<file path="src/rtl/tdes_pkg.sv">
// Shared types, sizes and EDE pass schedule for the Triple-DES round sequencer.
package tdes_pkg;

   localparam int unsigned NUM_ROUNDS = 16;
   localparam int unsigned NUM_PASSES = 3;
   localparam int unsigned CNT_W      = 4;
   localparam int unsigned RN_W       = 5;
   localparam int unsigned KEY_W      = 2;
   localparam int unsigned PASS_W     = 2;

   typedef enum logic [2:0] {
      ST_IDLE,
      ST_LOAD,
      ST_ROUND,
      ST_PASS_END,
      ST_DONE
   } state_t;

   localparam logic [KEY_W-1:0] KEY1 = 2'd0;
   localparam logic [KEY_W-1:0] KEY2 = 2'd1;
   localparam logic [KEY_W-1:0] KEY3 = 2'd2;

   // Key per pass, pass 0 in the low field: encrypt K1,K2,K3 / decrypt K3,K2,K1
   localparam logic [3*KEY_W-1:0] ENC_KEYS = {KEY3, KEY2, KEY1};
   localparam logic [3*KEY_W-1:0] DEC_KEYS = {KEY1, KEY2, KEY3};

   // Direction per pass, bit 0 = pass 0, 1 = DES decrypt: encrypt E,D,E / decrypt D,E,D
   localparam logic [NUM_PASSES-1:0] ENC_DIRS = 3'b010;
   localparam logic [NUM_PASSES-1:0] DEC_DIRS = 3'b101;

   // Key wrapper selected for a given pass of the block
   function automatic logic [KEY_W-1:0] sched_key(input logic dec, input logic [PASS_W-1:0] pass);
      logic [3*KEY_W-1:0] tbl;
      logic [KEY_W-1:0]   key;
      tbl = dec ? DEC_KEYS : ENC_KEYS;
      case (pass)
         2'd0:    key = tbl[1:0];
         2'd1:    key = tbl[3:2];
         default: key = tbl[5:4];
      endcase
      return key;
   endfunction

   // DES direction of a given pass of the block
   function automatic logic sched_dec(input logic dec, input logic [PASS_W-1:0] pass);
      logic [NUM_PASSES-1:0] tbl;
      logic                  d;
      tbl = dec ? DEC_DIRS : ENC_DIRS;
      case (pass)
         2'd0:    d = tbl[0];
         2'd1:    d = tbl[1];
         default: d = tbl[2];
      endcase
      return d;
   endfunction

endpackage

</file>
<file path="src/rtl/tdes_round_counter.sv">
// Per-pass round counter with terminal count and direction-aware key round index.
module tdes_round_counter
   import tdes_pkg::*;
(
   input  logic            clk,
   input  logic            rst,
   input  logic            i_clr,
   input  logic            i_en,
   input  logic            i_dec,
   output logic            o_tc,
   output logic [RN_W-1:0] o_round_number
);

   logic [CNT_W-1:0] r_count;

   // Clear wins over enable so a new pass always starts at round 0
   always_ff @(posedge clk) begin
      if (rst || i_clr) begin
         r_count <= '0;
      end else if (i_en) begin
         r_count <= r_count + CNT_W'(1);
      end
   end

   assign o_tc = (r_count == CNT_W'(NUM_ROUNDS - 1));

   // Decrypt passes walk the key schedule backwards
   assign o_round_number = i_dec ? RN_W'(CNT_W'(NUM_ROUNDS - 1) - r_count)
                                 : RN_W'(r_count);

endmodule

</file>
<file path="src/rtl/tdes_round_scheduler.sv">
// Triple-DES sequencer: steps a single-round DES datapath through three EDE passes.
module tdes_round_scheduler
   import tdes_pkg::*;
(
   input  logic              clk,
   input  logic              rst,
   input  logic              start,
   input  logic              mode_dec,
   input  logic              hold,
   output logic              busy,
   output logic              load_en,
   output logic              round_en,
   output logic              pass_end,
   output logic              done,
   output logic [RN_W-1:0]   round_number,
   output logic [KEY_W-1:0]  key_sel,
   output logic              pass_dec,
   output logic [PASS_W-1:0] pass_idx
);

   state_t              r_state;
   state_t              w_next_state;
   logic                r_load_en;
   logic                r_round_en;
   logic                r_pass_end;
   logic                r_done;
   logic                r_mode_dec;
   logic [PASS_W-1:0]   r_pass_idx;
   logic                w_load_en_nxt;
   logic                w_round_en_nxt;
   logic                w_pass_end_nxt;
   logic                w_done_nxt;
   logic                w_mode_dec_nxt;
   logic [PASS_W-1:0]   w_pass_idx_nxt;
   logic                w_cnt_clr;
   logic                w_cnt_en;
   logic                w_tc;
   logic                w_busy;
   logic                w_pass_dec;
   logic [KEY_W-1:0]    w_key_sel;
   logic [RN_W-1:0]     w_round_number;

   // State, strobes, captured mode and pass index
   always_ff @(posedge clk) begin
      if (rst) begin
         r_state    <= ST_IDLE;
         r_load_en  <= 1'b0;
         r_round_en <= 1'b0;
         r_pass_end <= 1'b0;
         r_done     <= 1'b0;
         r_mode_dec <= 1'b0;
         r_pass_idx <= '0;
      end else begin
         r_state    <= w_next_state;
         r_load_en  <= w_load_en_nxt;
         r_round_en <= w_round_en_nxt;
         r_pass_end <= w_pass_end_nxt;
         r_done     <= w_done_nxt;
         r_mode_dec <= w_mode_dec_nxt;
         r_pass_idx <= w_pass_idx_nxt;
      end
   end

   // Next state; strobes are computed one edge early so hold never reaches an output directly
   always_comb begin
      w_next_state   = r_state;
      w_load_en_nxt  = 1'b0;
      w_round_en_nxt = 1'b0;
      w_pass_end_nxt = 1'b0;
      w_done_nxt     = 1'b0;
      w_mode_dec_nxt = r_mode_dec;
      w_pass_idx_nxt = r_pass_idx;
      w_cnt_clr      = 1'b0;
      w_cnt_en       = 1'b0;
      case (r_state)
         ST_IDLE: begin
            if (start) begin
               w_next_state   = ST_LOAD;
               w_mode_dec_nxt = mode_dec;
               w_pass_idx_nxt = '0;
               w_cnt_clr      = 1'b1;
               w_load_en_nxt  = 1'b1;
            end
         end
         ST_LOAD: begin
            w_next_state   = ST_ROUND;
            w_round_en_nxt = 1'b1;
         end
         ST_ROUND: begin
            if (!hold) begin
               if (w_tc) begin
                  w_next_state   = ST_PASS_END;
                  w_pass_end_nxt = 1'b1;
               end else begin
                  w_cnt_en       = 1'b1;
                  w_round_en_nxt = 1'b1;
               end
            end
         end
         ST_PASS_END: begin
            if (!hold) begin
               if (r_pass_idx != PASS_W'(NUM_PASSES - 1)) begin
                  w_next_state   = ST_ROUND;
                  w_pass_idx_nxt = r_pass_idx + PASS_W'(1);
                  w_cnt_clr      = 1'b1;
                  w_round_en_nxt = 1'b1;
               end else begin
                  w_next_state = ST_DONE;
                  w_done_nxt   = 1'b1;
               end
            end
         end
         ST_DONE: begin
            w_next_state = ST_IDLE;
         end
         default: begin
            w_next_state = ST_IDLE;
         end
      endcase
   end

   // Schedule decode from the captured mode and current pass
   always_comb begin
      w_key_sel  = sched_key(r_mode_dec, r_pass_idx);
      w_pass_dec = sched_dec(r_mode_dec, r_pass_idx);
   end

   tdes_round_counter u_round_counter (
      .clk            (clk),
      .rst            (rst),
      .i_clr          (w_cnt_clr),
      .i_en           (w_cnt_en),
      .i_dec          (w_pass_dec),
      .o_tc           (w_tc),
      .o_round_number (w_round_number)
   );

   // Index outputs read zero while idle so a finished block leaves nothing on the bus
   assign w_busy       = (r_state != ST_IDLE);
   assign busy         = w_busy;
   assign load_en      = r_load_en;
   assign round_en     = r_round_en;
   assign pass_end     = r_pass_end;
   assign done         = r_done;
   assign round_number = w_busy ? w_round_number : '0;
   assign key_sel      = w_busy ? w_key_sel : '0;
   assign pass_dec     = w_busy & w_pass_dec;
   assign pass_idx     = w_busy ? r_pass_idx : '0;

endmodule

</file>
<file path="config.mk">
export PLATFORM = sky130hd
export DESIGN_NAME = tdes_round_scheduler
export DESIGN_NICKNAME = d
export VERILOG_FILES = /design/src/rtl/tdes_pkg.sv /design/src/rtl/tdes_round_counter.sv /design/src/rtl/tdes_round_scheduler.sv
export SDC_FILE = /design/constraint.sdc
export NUM_CORES = 1
export LEC_CHECK = 0
export ABC_AREA = 1
export CORE_MARGIN = 5
export CORE_UTILIZATION = 60
export CTS_CLUSTER_SIZE = 40
export DETAILED_ROUTE_END_ITERATION = 10
export DONT_BUFFER_PORTS = 1
export GPL_TIMING_DRIVEN = 0
export MAX_ROUTING_LAYER = met4
export PLACE_DENSITY = 0.84
export SYNTH_ARGS = -nofsm -noshare
export SYNTH_HDL_FRONTEND = slang
export SYNTH_HIERARCHICAL = 1
export SYNTH_SLANG_ARGS = --single-unit
</file>
<file path="constraint.sdc">
create_clock -name clk -period 2.9 [get_ports clk]
set_input_delay 0.58 -clock clk [delete_from_list [all_inputs] [get_ports clk]]
set_output_delay 0.58 -clock clk [all_outputs]
set_load 0.005 [all_outputs]
</file>
; Word-level counts from Yosys, hierarchy flattened
; Cells that the tools add are included.
[word_totals]
ff_bits = 14
latch_bits = 0
mem_bits_rw = 0
romBits = 0
inputBits = 5
output_inout_bits = 15
word_cells = 65
memories = 0
[classes]
add_sub_neg = 3
multipliers = 0
div = 0
order_cmp = 0
n_eq_ne = 11
shift = 0
mux = 28
n_bitwise = 4
n_reduce_logical = 11
[op_table]
columns = operator, count
row1 = 2-to-1 mux 3 bit, 6
row2 = case mux 3 bit (4 select lines), 1
row3 = 2-to-1 mux 2 bit, 5
row4 = 2-to-1 mux 5 bit, 2
row5 = != test 2 bit (second input constant), 5
row6 = 2-to-1 mux 1 bit, 8
row7 = case mux 2 bit (2 select lines), 2
row8 = AND reduction 4 bit, 2
row9 = equality test 3 x 2 -> 1 bit (second input constant), 2
row10 = 2-to-1 mux 6 bit, 1
row11 = OR reduction 3 bit, 2
row12 = subtractor 4 x 4 -> 5 bit (first input constant), 1
row13 = adder 4 x 1 -> 4 bit (second input constant), 1
row14 = equality test 4 bit (second input constant), 1
row15 = case mux 1 bit (2 select lines), 2
row16 = equality test 3 x 1 -> 1 bit (second input constant), 1
row17 = logical NOT 3 bit, 1
row18 = inverter 1 bit, 3
row19 = case mux 1 bit (3 select lines), 1
row20 = nonzero test 3 bit, 1
row21 = adder 2 x 1 -> 2 bit (second input constant), 1
row22 = equality test 2 x 1 -> 1 bit (second input constant), 1
row23 = logical NOT 2 bit, 1
row24 = != test 2 x 1 -> 1 bit (second input constant), 1
row25 = other kinds (5), 5

; Logic depth before layout (Yosys ltp)
; Gate-level depths: netlist (run 1).
[depth]
word_depth = 5
depth_mapped = 10
ltp_nobuf = 10

; Modules after synthesis
; The synthesis (run 1) kept the hierarchy.
[by_module_without_submodules]
columns = module, instances, cells_per_inst, area_each_um2, seq_area_each_um2
row1 = tdes_round_scheduler, 1, 88, 621.8, 200.2
row2 = tdes_round_counter, 1, 31, 225.2, 80.1

; Least setup slack after synthesis (run 1)
; No wires, ideal clock.
[synth_path]
kind = flip-flop to output port
start = register r_pass_idx[1]
end = output round_number[0]
arrival_ps = 1300
required_ps = 2320
slack_ps = 1020
stages_incl_launch_ff = 7
path_buffers = 0
path_cell_list = dfxtp_1 inv_1 ha_1 xor2_1 xor2_1 inv_1 nor2_1
[synth_between]
elab_chain_cells = 4
word_cells_on_any_way = 5
cone_classes = 1 x eq/ne / 3 x mux / 1 x reduce/logical
[synth_lines]
columns = element, line_no
row1 = from (decl), tdes_round_scheduler.sv:28  ; logic [PASS_W-1:0] r_pass_idx;
row2 = from (signal assigned), tdes_round_scheduler.sv:60  ; r_pass_idx <= w_pass_idx_nxt;
row3 = equality test 2 x 1 -> 1 bit or logical NOT 2 bit (tied branches), tdes_pkg.sv:49  ; case (pass)
row4 = case mux 1 bit (2 select lines) (*), tdes_pkg.sv:49
row5 = net w_pass_dec, tdes_round_scheduler.sv:39  ; logic w_pass_dec;
row6 = 2-to-1 mux 5 bit (*), tdes_round_counter.sv:28  ; assign o_round_number = i_dec ? RN_W'(CNT_W'(NUM_ROUNDS - 1) - r_count)
row7 = net w_round_number[0], tdes_round_scheduler.sv:41  ; logic [RN_W-1:0] w_round_number;
row8 = 2-to-1 mux 5 bit (*), tdes_round_scheduler.sv:145  ; assign round_number = w_busy ? w_round_number : '0;
row9 = to (decl), tdes_round_scheduler.sv:15  ; output logic [RN_W-1:0] round_number,
; Mark *: on every way through the listed nets, which the timed path passes. The rest lies on a longest branch.

; Worst setup path in the final report (run 1)
[layout_path]
start = register r_pass_idx[1]
end = output round_number[3]
; Same word-level chain as after synthesis.

==> run summary, run 1 <==
Worst-path clk slew: 0.08 ns
Slew headroom: 64.2%
max-slew violation count: 0
layout cells sized above 1: 15.4%
NetSw: 315 uW
crit-path cells: inv_1 > ha_1 > xor2_1 > xor2_1 > inv_1 > nor2_1
Synth cell types: 26
sequential group share of total power: 35.0%
first-pass GRT wire length: 2.55 mm
crit path capture type: primary output
synthesized area: 847 um^2
1st-pass router iterations: 4
Final Util: 68.5%
DR vias: 717
Syn Area/Cell: 7.12 um^2
maximum VDD drop: 0.609 mV
vias in the first global route: 612
Worst setup SP type: register
Inserted Diodes: 0
worst hold path class: in2reg
Inserted Clock Buffers: 3
Max clock buf depth: 2
fin cells: 138
Worst Path Required: 2.32 ns
Final Critical Period: 2.35 ns
I/O pin count: 20
outcome: finished, final reports clean
CTS tree: done
Clk network pwr share: 18.4%
Setup Buffers After CTS: 0
area grow syn2layout: 6.50%
worst-skew pair later-pin latency: 0.28 ns
Mapped Cells: 119
Die Ht: 47.6 um
Crit Path Category: reg2out
DP Wirelength: 1.21 mm
PD cells: 822 nW/um^2
CTS H-tree depth: 1
final-report setup violation count: 0
Internal Power: 426 uW
Die W: 47.6 um
initial antenna violation count: 0
total die area: 2260 um^2
post_cts resized: 0
post-route ant nets: 0
Fin. Hold Viols: 0
wire per inst: 11.1 um
layout net count: 133
crit path DAT: 1.77 ns
CP max stage delay: 0.45 ns
cell at the root of the clock tree: clkbuf_4
Fmax: 425 MHz
part of the cycle the worst path needs: 81.2%
R2R setup slack: 1.31 ns
Starting Density: 64.3%
row cnt: 13
max-cap viol count: 0
CP max-delay cell: xor2_1
register bit total from synthesis: 14
syn nets: 128
global route total overflow: 0
RSZ-0062 raised after global routing: false
clk sink count: 14
dpl ws: 0.832 ns
total global-route track usage: 16.8%
worst clock skew: 0.00640 ns
Core Footprint: 1320 um^2
Post-CTS Hold Buffers: 0
Logic pwr share: 46.6%
Worst Tran Pin Value: 0.535 ns
port buffer count: 0
Via-to-Cell Ratio: 5.20
drt drc: 0
Total Wirelength: 1.54 mm
placer's final routability congestion estimate: 0.829
TNS Setup: 0 ns
Seq/Total Area, Yosys: 33.1%
largest net degree at the start of global routing: 11
worst-path maximum fanout: 5
YS warnings: 6
Switching Fraction: 42.5%
Placed Cells: 134
initial DRC count: 8
fin worst setup slack: 0.546 ns
LEAKAGE: 0.429 nW
## critical path: cells and delay by family, from the launching register on
kind,cells,cell delay [ns]
xor+xnor,2,0.64
simple gates,1,0.14
fa+ha+maj,1,0.22
flops,1,0.36
buf+inv,2,0.14
## cell usage in the layout, fill, tap and decap left out, types with 2 or more instances in the layout
cell / n
inv_1: 20
clkbuf_4: 3
ha_1: 4
dfxtp_1: 14
nand2_2: 3
xor2_1: 5
nand3_1: 5
nand2_1: 18
nand2_4: 2
nor2_1: 26
a21oi_1: 5
nor2_4: 2
## power by group through the flow
stage / Clock, mW / Sequential, mW / Combinational, mW
global placement: 0 / 0.262 / 0.334
finish: 0.137 / 0.259 / 0.345
detailed placement: 0 / 0.264 / 0.347
global route: 0.153 / 0.265 / 0.390
CTS: 0.141 / 0.259 / 0.348
floorplan: 0 / 0.257 / 0.295
## cell families (layout without fill, tap and decap cells)
group / Yosys count / in the layout / share of synthesized area (%)
fa+ha+maj: 4 / 4 / 5.91
compound gates: 10 / 10 / 7.68
buf+inv: 23 / 27 / 11.5
simple gates: 62 / 62 / 36.2
xor+xnor: 5 / 5 / 5.17
flops: 14 / 14 / 33.1
other cells: 1 / 1 / 0.443
## synthesized netlist by cell type
cell type  count  area, um^2
nor2_1        26        97.6
inv_1         20        75.1
nand2_1       18        67.6
dfxtp_1       14         280
a21oi_1        5        25.0
nand3_1        5        25.0
xor2_1         5        43.8
ha_1           4        50.1
nand2_2        3        18.8
nand2_4        2        22.5
nor2_4         2        22.5
a211oi_2       1        12.5
a21oi_2        1        8.76
a31oi_1        1        6.26
and3_1         1        6.26
buf_4          1        7.51
buf_6          1        11.3
conb_1         1        3.75
inv_2          1        3.75
nand3_2        1        10.0
nand3_4        1        17.5
nand4_1        1        6.26
nor2_2         1        6.26
nor4_1         1        6.26
o211ai_1       1        7.51
o21ai_0        1        5.00
## metal layers
layer	track usage, %	up-vias	wire (um)
met4	9.68	0	17
met1	19.6	317	731
met5	-	-	0
met3	4.89	2	130
li1	-	372	-
met2	25.4	26	659
## flip-flops by register name (all words and copies together), names as in the netlist
| signal | cells |
|---|---|
| u_round_counter/r_count | 4 |
| r_state | 3 |
| r_pass_idx | 2 |
| done | 1 |
| load_en | 1 |
| pass_end | 1 |
| r_mode_dec | 1 |
| round_en | 1 |
## per-stage QoR
stage	hold WS [ns]	total power, mW	instance area [um^2]
floorplan	0.478	0.552	847
global placement	0.495	0.596	866
detailed placement	0.504	0.611	866
CTS	0.343	0.748	902
global route	0.333	0.808	902
finish	0.349	0.741	902
## final timing paths
check	start	end	depth (start not counted)
worst max-delay path	r_pass_idx[1]	round_number[3]	6
worst min-delay path	rst	r_mode_dec	1
worst max register to register	u_round_counter/r_count[0]	u_round_counter/r_count[3]	10
worst min register to register	r_pass_idx[1]	r_pass_idx[1]	2
## cell type report
cell class / instances / area (um^2)
inverters: 21 / 78.8
well taps: 15 / 18.8
flip-flops and latches: 14 / 280
clock buffers: 4 / 36.3
fillers: 108 / 415
plain buffers: 2 / 18.8
multi-input cells: 82 / 469
Power figures use the tool's default switching activity.
==> run 2: changes to the inputs <==
==> constraint.sdc (replaced) <==
create_clock -name clk -period 2.4 [get_ports clk]
set_input_delay 0.48 -clock clk [delete_from_list [all_inputs] [get_ports clk]]
set_output_delay 0.48 -clock clk [all_outputs]
set_load 0.005 [all_outputs]
==> run 2 against run 1 <==
Net effect:
- first-iteration DRC count unchanged
- largest cell class unchanged
- highest routed layer unchanged
- register-to-register slack worse by 0.50 ns
- die area unchanged
- hold slack worse by 0.10 ns
- non-clock buffer count unchanged
- via count down 0.84%
- wire length down 1.8%
==> run summary, run 2 (synthesis results as in run 1) <==
fin cells: 138 (unchanged)
port buffer count: 0 (unchanged)
Fmax: 471 MHz
most frequent CP cell: inv_1
initial DRC count: 8 (unchanged)
Reg2Reg Capture Point: u_round_counter/r_count[3]
cell at the root of the clock tree: clkbuf_4
TNS Setup: 0 ns (unchanged)
R2R setup slack: 0.81 ns (-0.50 ns)
outcome: finished, final reports clean
DP Wirelength: 1.21 mm (unchanged)
Crit Path Category: reg2out
I/O pin count: 20 (unchanged)
Die W: 47.6 um (unchanged)
DP Area: 866 um^2 (unchanged)
layout net count: 133 (unchanged)
PD cells: 988 nW/um^2 (+20%)
CP max-delay cell: dfxtp_1
maximum VDD drop: 0.739 mV (+21%)
crit-path cells: inv_1 > ha_1 > xor2_2 > xor2_1 > inv_1 > nor2_1
CP max stage delay: 0.36 ns (-0.09 ns)
Via-to-Cell Ratio: 5.15 (-0.84%)
post-route ant nets: 0 (unchanged)
RR Startpoint: u_round_counter/r_count[0]
row cnt: 13 (unchanged)
1st-pass router iterations: 4 (unchanged)
first-pass GRT wire length: 2.55 mm (unchanged)
area grow syn2layout: 7.39%
Stages on worst setup path: 6 (unchanged)
RSZ-0062 raised after global routing: false
worst clock skew: 0.00639 ns (-0.00000325 ns)
Max clock buf depth: 2 (unchanged)
CP delay by family, top: XOR/XNOR gates
largest registers: u_round_counter/r_count: 4 flops, r_state: 3 flops, r_pass_idx: 2 flops
part of the cycle the worst path needs: 88.4%
crit path DAT: 1.64 ns (-0.13 ns)
Die Ht: 47.6 um (unchanged)
drt drc: 0 (unchanged)
worst-skew pair later-pin latency: 0.28 ns (about the same)
placer's final routability congestion estimate: 0.829 (unchanged)
most flop-heavy register: u_round_counter/r_count
Total Wirelength: 1.51 mm (-1.8%)
Layout fillers: 105 (-2.8%)
worst hold path class: in2reg
global route total overflow: 0 (unchanged)
initial antenna violation count: 0 (unchanged)
LEAKAGE: 0.429 nW (about the same)
Starting Density: 64.3% (unchanged)
reg2reg path depth: 10 (unchanged)
most frequent cells in the layout: nor2_1, inv_1, nand2_1
worst-path maximum fanout: 5 (unchanged)
DR vias: 711 (-0.84%)
max-slew violation count: 0 (unchanged)
Worst-path clk slew: 0.08 ns (about the same)
largest net degree at the start of global routing: 11 (unchanged)
Final Critical Period: 2.12 ns
Critical Path Start: r_pass_idx[1]
total global-route track usage: 16.8% (unchanged)
total die area: 2260 um^2 (unchanged)
wire per inst: 10.9 um (-1.8%)
Fin. Hold Viols: 0 (unchanged)
Core Footprint: 1320 um^2 (unchanged)
Worst setup SP type: register
most common cell after layout, fill and taps aside: nor2_1
Final Util: 69.0% (+0.57 points)
vias in the first global route: 612 (unchanged)
Inserted Diodes: 0 (unchanged)
crit path capture type: primary output
layout cells sized above 1: 16.3% (+0.81 points)
max-cap viol count: 0 (unchanged)
final instance area: 910 um^2 (+0.83%)
Largest register FFs: 4 (unchanged)
final-report setup violation count: 0 (unchanged)
CTS tree: done
CP endpoint: round_number[3]
Inserted Clock Buffers: 3 (unchanged)
CTS H-tree depth: 1 (unchanged)
Placed Cells: 134 (unchanged)
clk sink count: 14 (unchanged)
CP bufs+invs: 2 (unchanged)
Post-CTS Hold Buffers: 0 (unchanged)
Worst Path Required: 1.92 ns (-0.40 ns)
Setup Buffers After CTS: 0 (unchanged)
==> run 2: worst reg2reg max path: stages (launching register included) <==
cell	delay, ns
dfxtp_1	0.36
ha_1	0.24
and3_1	0.21
nor2_1	0.10
nand2_1	0.07
inv_1	0.17
nand2_2	0.08
nor2_2	0.13
nand2_1	0.06
nand2_1	0.05
nor2_1	0.03
==> run 2: timing repair <==
item	in CTS	in global routing
endpoints found under the hold margin	0	0
gates resized for setup	0	1
setup endpoints to repair	0	3
==> run 2: power breakdown <==
| part | internal, mW | total (mW) | switching [mW] |
|---|---|---|---|
| sequential | 0.272 | 0.314 | 0.0428 |
| clock | 0.0922 | 0.165 | 0.0731 |
| combinational | 0.154 | 0.419 | 0.266 |
==> run 2: through the flow <==
step | hold WS (ns) | total power [mW] | setup WS [ns]
final | 0.249 | 0.899 | 0.278
after global routing | 0.233 | 0.982 | 0.145
after CTS | 0.243 | 0.904 | 0.117
after floorplan | 0.478 | 0.666 | 0.620
after global placement | 0.495 | 0.720 | 0.492
after detailed placement | 0.504 | 0.738 | 0.432
==> run 2: how the worst min path moves through the flow <==
stage,end,cells past startpoint,from
6_report,r_mode_dec,1,rst
5_1_grt,r_mode_dec,1,rst
4_1_cts,r_mode_dec,1,rst
3_5_place_dp,r_pass_idx[0],2,r_pass_idx[0]
3_3_place_gp,r_pass_idx[0],2,r_pass_idx[0]
2_1_floorplan,r_pass_idx[1],2,r_pass_idx[1]
==> run 2: routing by layer <==
metal	global-route usage [%]	share of wire, %
met1	19.6	47
met4	9.68	1.6
met2	25.4	42
met3	4.89	8.5
met5	-	0
==> run 2: cell type report <==
cell class	instances	area (um^2)	share of cell area, %
clock buffers	4	36.3	3.99
inverters	21	78.8	8.67
flip-flops and latches	14	280	30.8
multi-input cells	82	477	52.4
well taps	15	18.8	2.06
plain buffers	2	18.8	2.06
==> run 3: changes to the inputs <==
--- a/config.mk
+++ b/config.mk
@@ -18,3 +18,4 @@
 export SYNTH_HDL_FRONTEND = slang
 export SYNTH_HIERARCHICAL = 1
 export SYNTH_SLANG_ARGS = --single-unit
+export TNS_END_PERCENT = 1
==> results of run 3 <==
No change in the layout: final DEF, timing and power equal those of run 2.
